### src/rtl/pipe_ctrl_pkg.sv
// Shared definitions for the pipeline controller: stall vectors, exception codes, FSM states.
package pipe_ctrl_pkg;

  localparam int unsigned STALL_W = 6;
  localparam int unsigned XLEN    = 32;

  localparam logic [STALL_W-1:0] STALL_NONE = 6'b000000;
  localparam logic [STALL_W-1:0] STALL_ID   = 6'b000111;
  localparam logic [STALL_W-1:0] STALL_EX   = 6'b001111;
  localparam logic [STALL_W-1:0] STALL_MEM  = 6'b011111;

  localparam logic [XLEN-1:0] EXC_NONE = 32'h0000_0000;
  localparam logic [XLEN-1:0] EXC_ERET = 32'h0000_000e;

  typedef enum logic [1:0] {
    ST_RUN    = 2'd0,
    ST_FLUSH  = 2'd1,
    ST_REFILL = 2'd2
  } ctrl_state_e;

endpackage

### src/rtl/pipe_ctrl_wdog.sv
// Stall watchdog: counts consecutive stalled cycles and raises a sticky error at LIMIT.
module pipe_wdog #(
  parameter int unsigned LIMIT = 255
) (
  input  logic clk,
  input  logic rst,
  input  logic active,
  output logic err
);

  localparam int unsigned CLOG  = $clog2(LIMIT + 1);
  localparam int unsigned CNT_W = (CLOG < 8) ? 8 : CLOG;
  localparam logic [CNT_W-1:0] CNT_MAX = CNT_W'(LIMIT);

  logic [CNT_W-1:0] cnt;

  // Saturating run-length counter; error latches on the increment that reaches the limit.
  always_ff @(posedge clk or posedge rst) begin
    if (rst) begin
      cnt <= '0;
      err <= 1'b0;
    end else if (!active) begin
      cnt <= '0;
    end else if (cnt != CNT_MAX) begin
      cnt <= cnt + CNT_W'(1);
      if (cnt == CNT_MAX - CNT_W'(1)) err <= 1'b1;
    end
  end

endmodule

### src/rtl/pipe_ctrl.sv
// Pipeline stall/flush controller with exception redirect.
// Define PIPE_STALL_WDOG_EN to build in the consecutive-stall watchdog.
module pipe_ctrl
  import pipe_ctrl_pkg::*;
#(
  parameter logic [31:0] EXC_VECTOR = 32'h0000_0020,
  parameter int unsigned WDOG_LIMIT = 255
) (
  input  logic        clk,
  input  logic        rst,
  input  logic        stallreq_id,
  input  logic        stallreq_ex,
  input  logic        stallreq_mem,
  input  logic [31:0] excepttype_i,
  input  logic [31:0] cp0_epc_i,
  output logic [5:0]  stall_o,
  output logic        flush_o,
  output logic [31:0] new_pc_o,
  output logic        wdog_err_o
);

  ctrl_state_e       state;
  logic [STALL_W-1:0] run_stall;
  logic               exc_take;

  // Deepest requesting stage wins; holding a stage also holds everything upstream.
  always_comb begin
    run_stall = STALL_NONE;
    if (stallreq_mem)     run_stall = STALL_MEM;
    else if (stallreq_ex) run_stall = STALL_EX;
    else if (stallreq_id) run_stall = STALL_ID;
  end

  assign stall_o  = (!rst && state == ST_RUN) ? run_stall : STALL_NONE;
  assign exc_take = (state == ST_RUN) && (excepttype_i != EXC_NONE) && !stallreq_mem;

  // Exceptions wait for the memory stage to finish its bus cycle before redirecting.
  always_ff @(posedge clk or posedge rst) begin
    if (rst) begin
      state    <= ST_RUN;
      flush_o  <= 1'b0;
      new_pc_o <= 32'h0;
    end else begin
      case (state)
        ST_RUN: begin
          if (exc_take) begin
            state    <= ST_FLUSH;
            flush_o  <= 1'b1;
            new_pc_o <= (excepttype_i == EXC_ERET) ? cp0_epc_i : EXC_VECTOR;
          end
        end
        ST_FLUSH: begin
          state   <= ST_REFILL;
          flush_o <= 1'b0;
        end
        ST_REFILL: begin
          state <= ST_RUN;
        end
        default: begin
          state   <= ST_RUN;
          flush_o <= 1'b0;
        end
      endcase
    end
  end

`ifdef PIPE_STALL_WDOG_EN
  pipe_wdog #(
    .LIMIT (WDOG_LIMIT)
  ) u_wdog (
    .clk    (clk),
    .rst    (rst),
    .active (stall_o != STALL_NONE),
    .err    (wdog_err_o)
  );
`else
  logic unused_wdog_limit;
  assign unused_wdog_limit = ^WDOG_LIMIT;
  assign wdog_err_o        = 1'b0;
`endif

endmodule

### config.mk
export PLATFORM = sky130hd
export DESIGN_NAME = pipe_ctrl
export DESIGN_NICKNAME = d
export VERILOG_FILES = /design/src/rtl/pipe_ctrl_pkg.sv /design/src/rtl/pipe_ctrl_wdog.sv /design/src/rtl/pipe_ctrl.sv
export SDC_FILE = /design/constraint.sdc
export NUM_CORES = 1
export LEC_CHECK = 0
export BUFFER_PORTS_ARGS = -buffer_cell sky130_fd_sc_hd__buf_4
export CORE_ASPECT_RATIO = 1.25
export CORE_UTILIZATION = 33
export DETAILED_ROUTE_END_ITERATION = 12
export GPL_TIMING_DRIVEN = 0
export PLACE_DENSITY = 0.76
export RECOVER_POWER = 100
export SYNTH_ARGS = -nofsm -noshare
export SYNTH_HDL_FRONTEND = slang
export SYNTH_SLANG_ARGS = --single-unit
### constraint.sdc
create_clock -name clk -period 3.2 [get_ports clk]
set_input_delay 0.32 -clock clk [delete_from_list [all_inputs] [get_ports clk]]
set_output_delay 0.32 -clock clk [all_outputs]
set_load 0.01 [all_outputs]
==> metrics.md, run 1 <==
| Metric | Value |
|---|---|
| Status | finished, final reports clean |
| Worst Clk Skew | 0.00698 ns |
| Critical R2R Capture | new_pc_o[23] |
| Fmax achieved | 0.469 GHz |
| Critical path buffers and inverters | 2 |
| First-pass GRT wire length | 6070 µm |
| Area grow syn2layout | 57.2% |
| Initial cell density of the core | 34.9% |
| Sw Share | 23.4% |
| # Post-CTS Setup Buffers | 0 |
| Crit path DAT | 2.36 ns |
| Pre-CTS setup slack | 1.30 ns |
| Setup TNS | 0 ns |
| VDD IR max | 0.257 mV |
| Worst Setup EP | new_pc_o[3] |
| Most frequent cells after synthesis | dfrtp_1, a22o_1, buf_4, inv_1 |
| CP max-delay cell | o31ai_1 |
| Initial antenna violation count | 0 |
| RSZ-0062 raised after global routing | false |
| Core area | 4130 µm² |
| Final hold vios | 0 |
| Final setup fails | 0 |
| Top_reg_cell synth | dfrtp_1 |
| # port buffers | 106 |
| Total Power | 992 µW |
| Grt total ovfl | 0 |
| H-tree lvl count | 2 |
| Rel. slew slack | 10.2% |
| Top cell type's share of synthesized area | 60.7% |
| Clock tree root buffer cell | clkbuf_8 |
| # DRC | 0 |
| #FFs+latches synth | 35 |
| Largest net degree at the start of global routing | 36 |
| Startpoint types | primary input |
| Clock share of power | 40.8% |
| Most numerous cell in the Yosys netlist | dfrtp_1 |
| Post-synthesis sequential area ratio | 60.7% |
| CP Launch Point | excepttype_i[25] |
| Synth async-reset ratio | 100% |
| Post-Syn Area per Cell | 13.9 µm² |
| Clk slew on worst S/H paths | 0.08 ns |
| Filler Cells Inserted | 391 |
| Combinational share of power | 13.6% |
| Post-synthesis cell count | 104 |
| Wirelength per Cell | 13.5 µm |
| Worst-case reg-to-reg path depth | 5 |
| CTS tree | yes |
| Worst R2R Setup Slack | 1.26 ns |
| Initial DRC Count | 42 |
| Pint | 760 µW |
| Cell area after synthesis | 1440 µm² |
| CTS max path bufs | 2 |
| Area contributors post-synth | dfrtp_1, a22o_1, nor4_2, buf_6, buf_4 |
| Cell taking the most area after synthesis | dfrtp_1 |
| Power density cells | 437 nW/µm² |
| Number of global-route vias before repair | 1310 |
| Diodes inserted | 0 |
| Worst R2R Start | state[0] |
| Min Tclk post-route | 2.13 ns |
| GPL Wtd Cong | 0.723 |
| Hold Path Class | primary input to register |
| Worst-Skew Late Latency | 0.29 ns |
| Worst setup margin | 1.07 ns |
| Die Width | 61.1 µm |
| DPL Wire Length | 2830 µm |
| Die area | 4640 µm² |
| Leakage | 0.00113 µW |
| Post-synth EDFFs | 0 |
| Maxcap violations | 0 |
| Crit. path cell count | 6 |
| FP Rows | 26 |
| Critical-path maximum fanout | 10 |
| Ys Warns | 0 |
| Share of post-route cells with drive strength above 1 | 40.7% |
| Fin crit share | 66.6% |
| Die Span Y | 75.9 µm |
| Crit path max-delay family | compound AO/OA/AOI/OAI gates |
| Vias | 1298 |
| Clock sink count | 35 |
| IO Pins | 109 |
| Slew of the pin with the lowest slew margin | 1.35 ns |
| Nets@finish | 289 |
| Crit path capture type | register |
| Worst EP required | 3.42 ns |
| Worst path max stage delay | 0.78 ns |
| P_sw | 232 µW |
| Max Slew Vio Count | 0 |
| DRT antenna net count | 0 |
| Total CTS buffers | 5 |
| Total global routing track utilization | 17.7% |
| Crit path kind | primary input to register |
| Hold_buf cts | 0 |
| WL final | 3750 µm |
| Crit-path cells | buf_4 -> nor4_1 -> nand4_1 -> o31ai_1 -> clkbuf_1 -> a22o_1 |
| Vias/cell | 4.69 |
| Pre-Repair DR Iteration Count | 4 |
| Netlist cell types | 23 |
| Sequential share of power | 45.6% |
| # resized after CTS | 0 |
-- cell families after synthesis --
logic type             count (synthesis)  share of synthesized area (%)
buffers and inverters                 14                           6.50
other                                  1                          0.260
DFF                                   35                           60.7
AOI/OAI and AO/OA                     36                           22.1
and+or+nand+nor                       18                           10.4
-- layout make-up --
class | instances | area, µm² | share of cell area, %
inverters | 4 | 15.0 | 0.662
clock inverters | 3 | 47.5 | 2.10
well taps | 56 | 70.1 | 3.09
clock buffers | 5 | 68.8 | 3.03
multi-input cells | 56 | 458 | 20.2
repair buffers | 108 | 678 | 29.9
plain buffers | 10 | 55.1 | 2.43
flip-flops and latches | 35 | 876 | 38.6
-- flip-flops by register name, indices dropped and copies added, names as in the netlist --
register / count
flush_o: 1
new_pc_o: 32
state: 2
-- per-layer routing --
layer	track usage (%)	vias to the layer above	routed length [µm]
li1	-	622	-
met1	21.3	610	1430
met2	27.9	61	1990
met3	7.17	5	287
met4	6.14	0	47
met5	0	-	0
-- power by group through the flow --
stage,Combinational (µW),Sequential (µW),Clock (µW)
floorplan,55.6,462,0
global placement,148,461,0
detailed placement,151,461,0
CTS,151,453,416
global route,150,454,436
finish,135,453,405
-- worst min-delay path by stage --
stage / startpoint / slack [ns] / end / cells past startpoint
after CTS: cp0_epc_i[6] / 0.24 / new_pc_o[6] / 2
final: cp0_epc_i[30] / 0.25 / new_pc_o[30] / 2
after detailed placement: state[1] / 0.45 / state[1] / 1
after global placement: state[1] / 0.45 / state[1] / 1
after global routing: cp0_epc_i[30] / 0.24 / new_pc_o[30] / 2
after floorplan: state[1] / 0.43 / state[1] / 1
-- through the flow --
step           hold slack (ns)  cells  utilization [%]  area (µm²)
3_3_place_gp             0.453    267             56.0        2310
3_5_place_dp             0.451    267             56.0        2310
2_1_floorplan            0.427    105                -        1450
5_1_grt                  0.237    277             54.9        2270
4_1_cts                  0.240    275             58.8        2430
6_report                 0.251    277             54.9        2270
-- layout by cell type, fill, tap and decap left out, drive strengths merged --
cell type	instances
inv	4
nand4	3
o31a	1
dlygate4sd3	1
clkinv	2
o21ai	1
clkbuf	49
nor2b	1
a21oi	1
conb	2
and2	1
buf	73
nor4	7
dfrtp	35
or3	1
bufinv	1
o31ai	1
nor2	1
a22o	31
nor3	4
o21a	1
(Power assumes the default switching activity.)
==> run 2: changes to the inputs <==
==> constraint.sdc (replaced) <==
create_clock -name clk -period 2.05 [get_ports clk]
set_input_delay 0.205 -clock clk [delete_from_list [all_inputs] [get_ports clk]]
set_output_delay 0.205 -clock clk [all_outputs]
set_load 0.01 [all_outputs]
==> metrics.md, run 2 (synthesis results as in run 1) <==
| Metric | Value |
|---|---|
| # resized after CTS | 0 (unchanged) |
| First-pass GRT wire length | 6070 µm (unchanged) |
| DPL Wire Length | 2830 µm (unchanged) |
| Leakage | 0.00116 µW (+2.4%) |
| Clock tree root buffer cell | clkbuf_8 |
| Share of post-route cells with drive strength above 1 | 43.0% (+2.3 points) |
| Max reg flops | 32 (unchanged) |
| DP Area | 2310 µm² (unchanged) |
| Nets@finish | 289 (unchanged) |
| Worst Clk Skew | 0.00721 ns (+0.000231 ns) |
| Initial DRC Count | 41 (-2.4%) |
| Worst-Skew Late Latency | 0.29 ns (about the same) |
| Post-route cell area | 2300 µm² (+1.4%) |
| Filler Cells Inserted | 388 (-0.77%) |
| # port buffers | 106 (unchanged) |
| Slew of the pin with the lowest slew margin | 1.11 ns (-0.234 ns) |
| Fin crit share | 87.7% |
| Pre-Repair DR Iteration Count | 4 (unchanged) |
| Max Slew Vio Count | 0 (unchanged) |
| Initial cell density of the core | 34.9% (unchanged) |
| Clk slew on worst S/H paths | 0.08 ns (about the same) |
| Die Width | 61.1 µm (unchanged) |
| Startpoint types | register |
| Hold_buf cts | 0 (unchanged) |
| Setup TNS | 0 ns (unchanged) |
| Vias | 1307 (+0.69%) |
| WL final | 3750 µm (-0.13%) |
| Crit path DAT | 2.02 ns (-0.34 ns) |
| RSZ-0062 raised after global routing | false |
| Power density cells | 678 nW/µm² (+55%) |
| Final hold vios | 0 (unchanged) |
| Leading registers by flop count | new_pc_o: 32 flops, state: 2 flops, flush_o: 1 flops |
| Total global routing track utilization | 17.7% (unchanged) |
| H-tree lvl count | 2 (unchanged) |
| Worst Hold Launch | cp0_epc_i[30] |
| DRT antenna net count | 0 (unchanged) |
| Core area | 4130 µm² (unchanged) |
| Hold Path Class | primary input to register |
| # DRC | 0 (unchanged) |
| GPL Wtd Cong | 0.723 (unchanged) |
| Most frequent cells in the layout | buf_4, dfrtp_1, clkbuf_1 |
| Worst EP required | 2.27 ns (-1.15 ns) |
| Wirelength per Cell | 13.5 µm (-0.13%) |
| Die area | 4640 µm² (unchanged) |
| CTS max path bufs | 2 (unchanged) |
| Critical-path maximum fanout | 10 (unchanged) |
| Crit path capture type | register |
| CP Launch Point | state[0] |
| Grt total ovfl | 0 (unchanged) |
| Worst R2R Start | state[0] |
| Crit path kind | register to register |
| Initial antenna violation count | 0 (unchanged) |
| Fmax achieved | 0.556 GHz |
| Rel. slew slack | 25.7% (+15 points) |
| Most common cell after layout, fill and taps aside | buf_4 |
| Status | finished, final reports clean |
| Vias/cell | 4.72 (+0.69%) |
| Total CTS buffers | 5 (unchanged) |
| Maxcap violations | 0 (unchanged) |
| Largest net degree at the start of global routing | 36 (unchanged) |
| Reg with most FFs | new_pc_o |
| Area grow syn2layout | 59.4% |
| IO Pins | 109 (unchanged) |
| # Post-CTS Setup Buffers | 0 (unchanged) |
| Final setup fails | 0 (unchanged) |
| Number of global-route vias before repair | 1310 (unchanged) |
| Min Tclk post-route | 1.80 ns |
| Worst R2R Setup Slack | 0.25 ns (-1.01 ns) |
| Diodes inserted | 0 (unchanged) |
| Clock sink count | 35 (unchanged) |
| VDD IR max | 0.402 mV (+57%) |
| Die Span Y | 75.9 µm (unchanged) |
| CTS tree | yes |
| FP Rows | 26 (unchanged) |
| Worst hold slack | 0.136 ns (-0.115 ns) |
==> run 2: cell count changes in the layout (fill, tap and decap cells not counted), sizes merged <==
cell | before | now
clkbuf | 49 | 47
dlymetal6s2s | 0 | 1
buf | 73 | 74
==> run 2: cell type report <==
| class | count | area [µm²] | area share, % |
|---|---|---|---|
| plain buffers | 10 | 72.6 | 3.16 |
| clock buffers | 5 | 68.8 | 2.99 |
| clock inverters | 3 | 47.5 | 2.07 |
| inverters | 4 | 15.0 | 0.653 |
| multi-input cells | 56 | 463 | 20.1 |
| flip-flops and latches | 35 | 876 | 38.1 |
| well taps | 56 | 70.1 | 3.05 |
| repair buffers | 108 | 687 | 29.9 |
==> run 2: worst paths after layout <==
kind / depth (start not counted) / to
worst max-delay path: 5 / new_pc_o[23]
worst min-delay path: 2 / new_pc_o[30]
worst max register to register: 5 / new_pc_o[23]
worst min register to register: 1 / state[1]
max in group asynchronous: 4 / new_pc_o[14]
min in group asynchronous: 3 / new_pc_o[25]
==> run 2: worst max-delay path: stages, from the launching register on <==
cell and delay (ns):
dfrtp_1 0.40, nor3_1 0.32, nand4_1 0.17, nor3_1 0.33
buf_2 0.32, a22o_1 0.19
==> run 2: power by group <==
group / leakage (µW) / switching, µW / internal (µW)
Clock: 0.0000587 / 264 / 368
Combinational: 0.000622 / 93.0 / 128
Sequential: 0.000479 / 7.04 / 700
Total: 0.00116 / 364 / 1200
==> run 2: stage by stage <==
step	setup WS, ns	util [%]	cells	power, µW
global placement	0.269	56.0	267	951
global route	0.0404	55.7	277	1630
finish	0.252	55.7	277	1560
detailed placement	0.267	56.0	267	955
CTS	0.247	58.8	275	1590
floorplan	0.553	-	105	808
==> run 2: per-layer routing <==
layer	up-vias	global-route usage [%]	share of wire, %
met1	617	21.3	38
li1	624	-	-
met5	-	0	0
met4	0	6.14	1.3
met2	61	27.9	53
met3	5	7.17	7.7
==> run 3: changes to the inputs <==
==> constraint.sdc (replaced) <==
create_clock -name clk -period 2.1 [get_ports clk]
set_input_delay 0.21 -clock clk [delete_from_list [all_inputs] [get_ports clk]]
set_output_delay 0.21 -clock clk [all_outputs]
set_load 0.01 [all_outputs]
==> metrics.md, run 3 (synthesis results as in run 1) <==
| Metric | Value |
|---|---|
| Max reg flops | 32 (unchanged) |
| Leading registers by flop count | new_pc_o: 32 flops, state: 2 flops, flush_o: 1 flops |
| Most frequent cells in the layout | buf_4, clkbuf_1, dfrtp_1 |
| Core area | 4130 µm² (unchanged) |
| VDD IR max | 0.400 mV (-0.57%) |
| Grt total ovfl | 0 (unchanged) |
| Setup TNS | 0 ns (unchanged) |
| DP Area | 2310 µm² (unchanged) |
| Total CTS buffers | 5 (unchanged) |
| Slew of the pin with the lowest slew margin | 1.12 ns (+0.00297 ns) |
| Vias/cell | 4.69 (-0.69%) |
| Startpoint types | register |
| Leakage | 0.00116 µW (-0.12%) |
| Post-route cell area | 2310 µm² (+0.44%) |
| Initial DRC Count | 37 (-9.8%) |
| Initial antenna violation count | 0 (unchanged) |
| RSZ-0062 raised after global routing | false |
| Die Span Y | 75.9 µm (unchanged) |
| Critical R2R Capture | new_pc_o[3] |
| Number of global-route vias before repair | 1310 (unchanged) |
| # port buffers | 106 (unchanged) |
| DRT antenna net count | 0 (unchanged) |
| Diodes inserted | 0 (unchanged) |
| Clock tree root buffer cell | clkbuf_8 |
| Vias | 1298 (-0.69%) |
| Worst Hold Launch | cp0_epc_i[11] |
| CTS tree | yes |
| Power density cells | 662 nW/µm² (-2.5%) |
| Largest net degree at the start of global routing | 36 (unchanged) |
| # resized after CTS | 0 (unchanged) |
| First-pass GRT wire length | 6070 µm (unchanged) |
| Filler Cells Inserted | 386 (-0.52%) |
| Max Slew Vio Count | 0 (unchanged) |
| Fin crit share | 86.6% (-1.1 points) |
| Worst setup margin | 0.281 ns (+0.0284 ns) |
| Clock sink count | 35 (unchanged) |
| Worst R2R Start | state[0] |
| DPL Wire Length | 2830 µm (unchanged) |
| Hold path cells | 2 (unchanged) |
| Crit path capture type | register |
| Fmax achieved | 0.550 GHz (-1.2%) |
| Maxcap violations | 0 (unchanged) |
| Hold Path Class | primary input to register |
| Reg with most FFs | new_pc_o |
| Critical-path maximum fanout | 10 (unchanged) |
| Status | finished, final reports clean |
| FP Rows | 26 (unchanged) |
| Hold endpoint | new_pc_o[11] |
| Multi-input gate area | 468 µm² (+1.1%) |
| Nets@finish | 289 (unchanged) |
| Worst EP required | 2.32 ns (+0.05 ns) |
| Crit path kind | register to register |
| Rel. slew slack | 25.5% (-0.20 points) |
| H-tree lvl count | 2 (unchanged) |
| Final hold vios | 0 (unchanged) |
| Crit-path cells | nor3_1 -> nand4_1 -> nor3_2 -> clkbuf_1 -> a22o_1 |
| Most common cell after layout, fill and taps aside | buf_4 |
| GPL Wtd Cong | 0.723 (unchanged) |
| Share of post-route cells with drive strength above 1 | 43.0% (unchanged) |
| Crit path DAT | 2.04 ns (+0.02 ns) |
| Pre-CTS setup slack | 0.312 ns (+0.0450 ns) |
| Initial cell density of the core | 34.9% (unchanged) |
| CP max-delay cell | dfrtp_1 |
| Die area | 4640 µm² (unchanged) |
| Clk slew on worst S/H paths | 0.08 ns (about the same) |
| Worst R2R Setup Slack | 0.28 ns (+0.03 ns) |
| WL final | 3750 µm (+0.16%) |
| Pre-Repair DR Iteration Count | 4 (unchanged) |
| Register area | 876 µm² (unchanged) |
| Total global routing track utilization | 17.7% (unchanged) |
| Worst path max stage delay | 0.40 ns (about the same) |
| Die Width | 61.1 µm (unchanged) |
| # Post-CTS Setup Buffers | 0 (unchanged) |
| Worst-Skew Late Latency | 0.29 ns (about the same) |
| # DRC | 0 (unchanged) |
| Worst-case reg-to-reg path depth | 5 (unchanged) |
| Area grow syn2layout | 60.1% |
| Hold_buf cts | 0 (unchanged) |
| Final setup fails | 0 (unchanged) |
| Wirelength per Cell | 13.6 µm (+0.16%) |
| IO Pins | 109 (unchanged) |
| Worst Clk Skew | 0.00998 ns (+0.00278 ns) |
| Min Tclk post-route | 1.82 ns (+0.0216 ns) |
| CTS max path bufs | 2 (unchanged) |
run 3: per-layer routing:
| layer | wire length [µm] | up-vias | global-route usage [%] | part of all wire (%) |
|---|---|---|---|---|
| li1 | - | 623 | - | - |
| met1 | 1440 | 609 | 21.3 | 38 |
| met2 | 1970 | 61 | 27.9 | 53 |
| met3 | 288 | 5 | 7.17 | 7.7 |
| met4 | 47 | 0 | 6.14 | 1.3 |
| met5 | 0 | - | 0 | 0 |
run 3: layout make-up:
class,instances,area share (%)
buffer,10,3.36
clock buffer,5,2.98
clock inverter,3,2.06
inverter,4,0.650
multi-input combinational,56,20.3
sequential,35,37.9
tap,56,3.03
timing repair buffer,108,29.7
run 3: metrics by stage:
step	hold slack, ns	util [%]	instances	power [µW]
3_5_place_dp	0.437	56.0	267	933
6_report	0.140	55.9	277	1530
5_1_grt	0.127	55.9	277	1600
4_1_cts	0.130	58.8	275	1550
3_3_place_gp	0.433	56.0	267	928
2_1_floorplan	0.350	-	105	789
run 3: worst max-delay path, delay by kind of cell (launching register included):
family	cells	cell delay, ns
buf+inv	1	0.39
simple gates	3	0.75
compound gates	1	0.22
flops	1	0.40
run 3: worst max path at each step:
stage,from,endpoint,slack [ns],depth (start not counted)
after floorplan,state[0],new_pc_o[23],0.60,5
final,state[0],new_pc_o[3],0.28,5
after CTS,state[0],new_pc_o[16],0.30,5
after global routing,state[0],new_pc_o[2],0.08,5
after global placement,state[0],new_pc_o[20],0.32,5
after detailed placement,excepttype_i[25],flush_o,0.31,6
run 3: report_power, final:
| group | total (µW) | internal, µW | switching, µW |
|---|---|---|---|
| logic | 219 | 128 | 91.1 |
| clock network | 619 | 360 | 260 |
| registers | 690 | 683 | 6.83 |
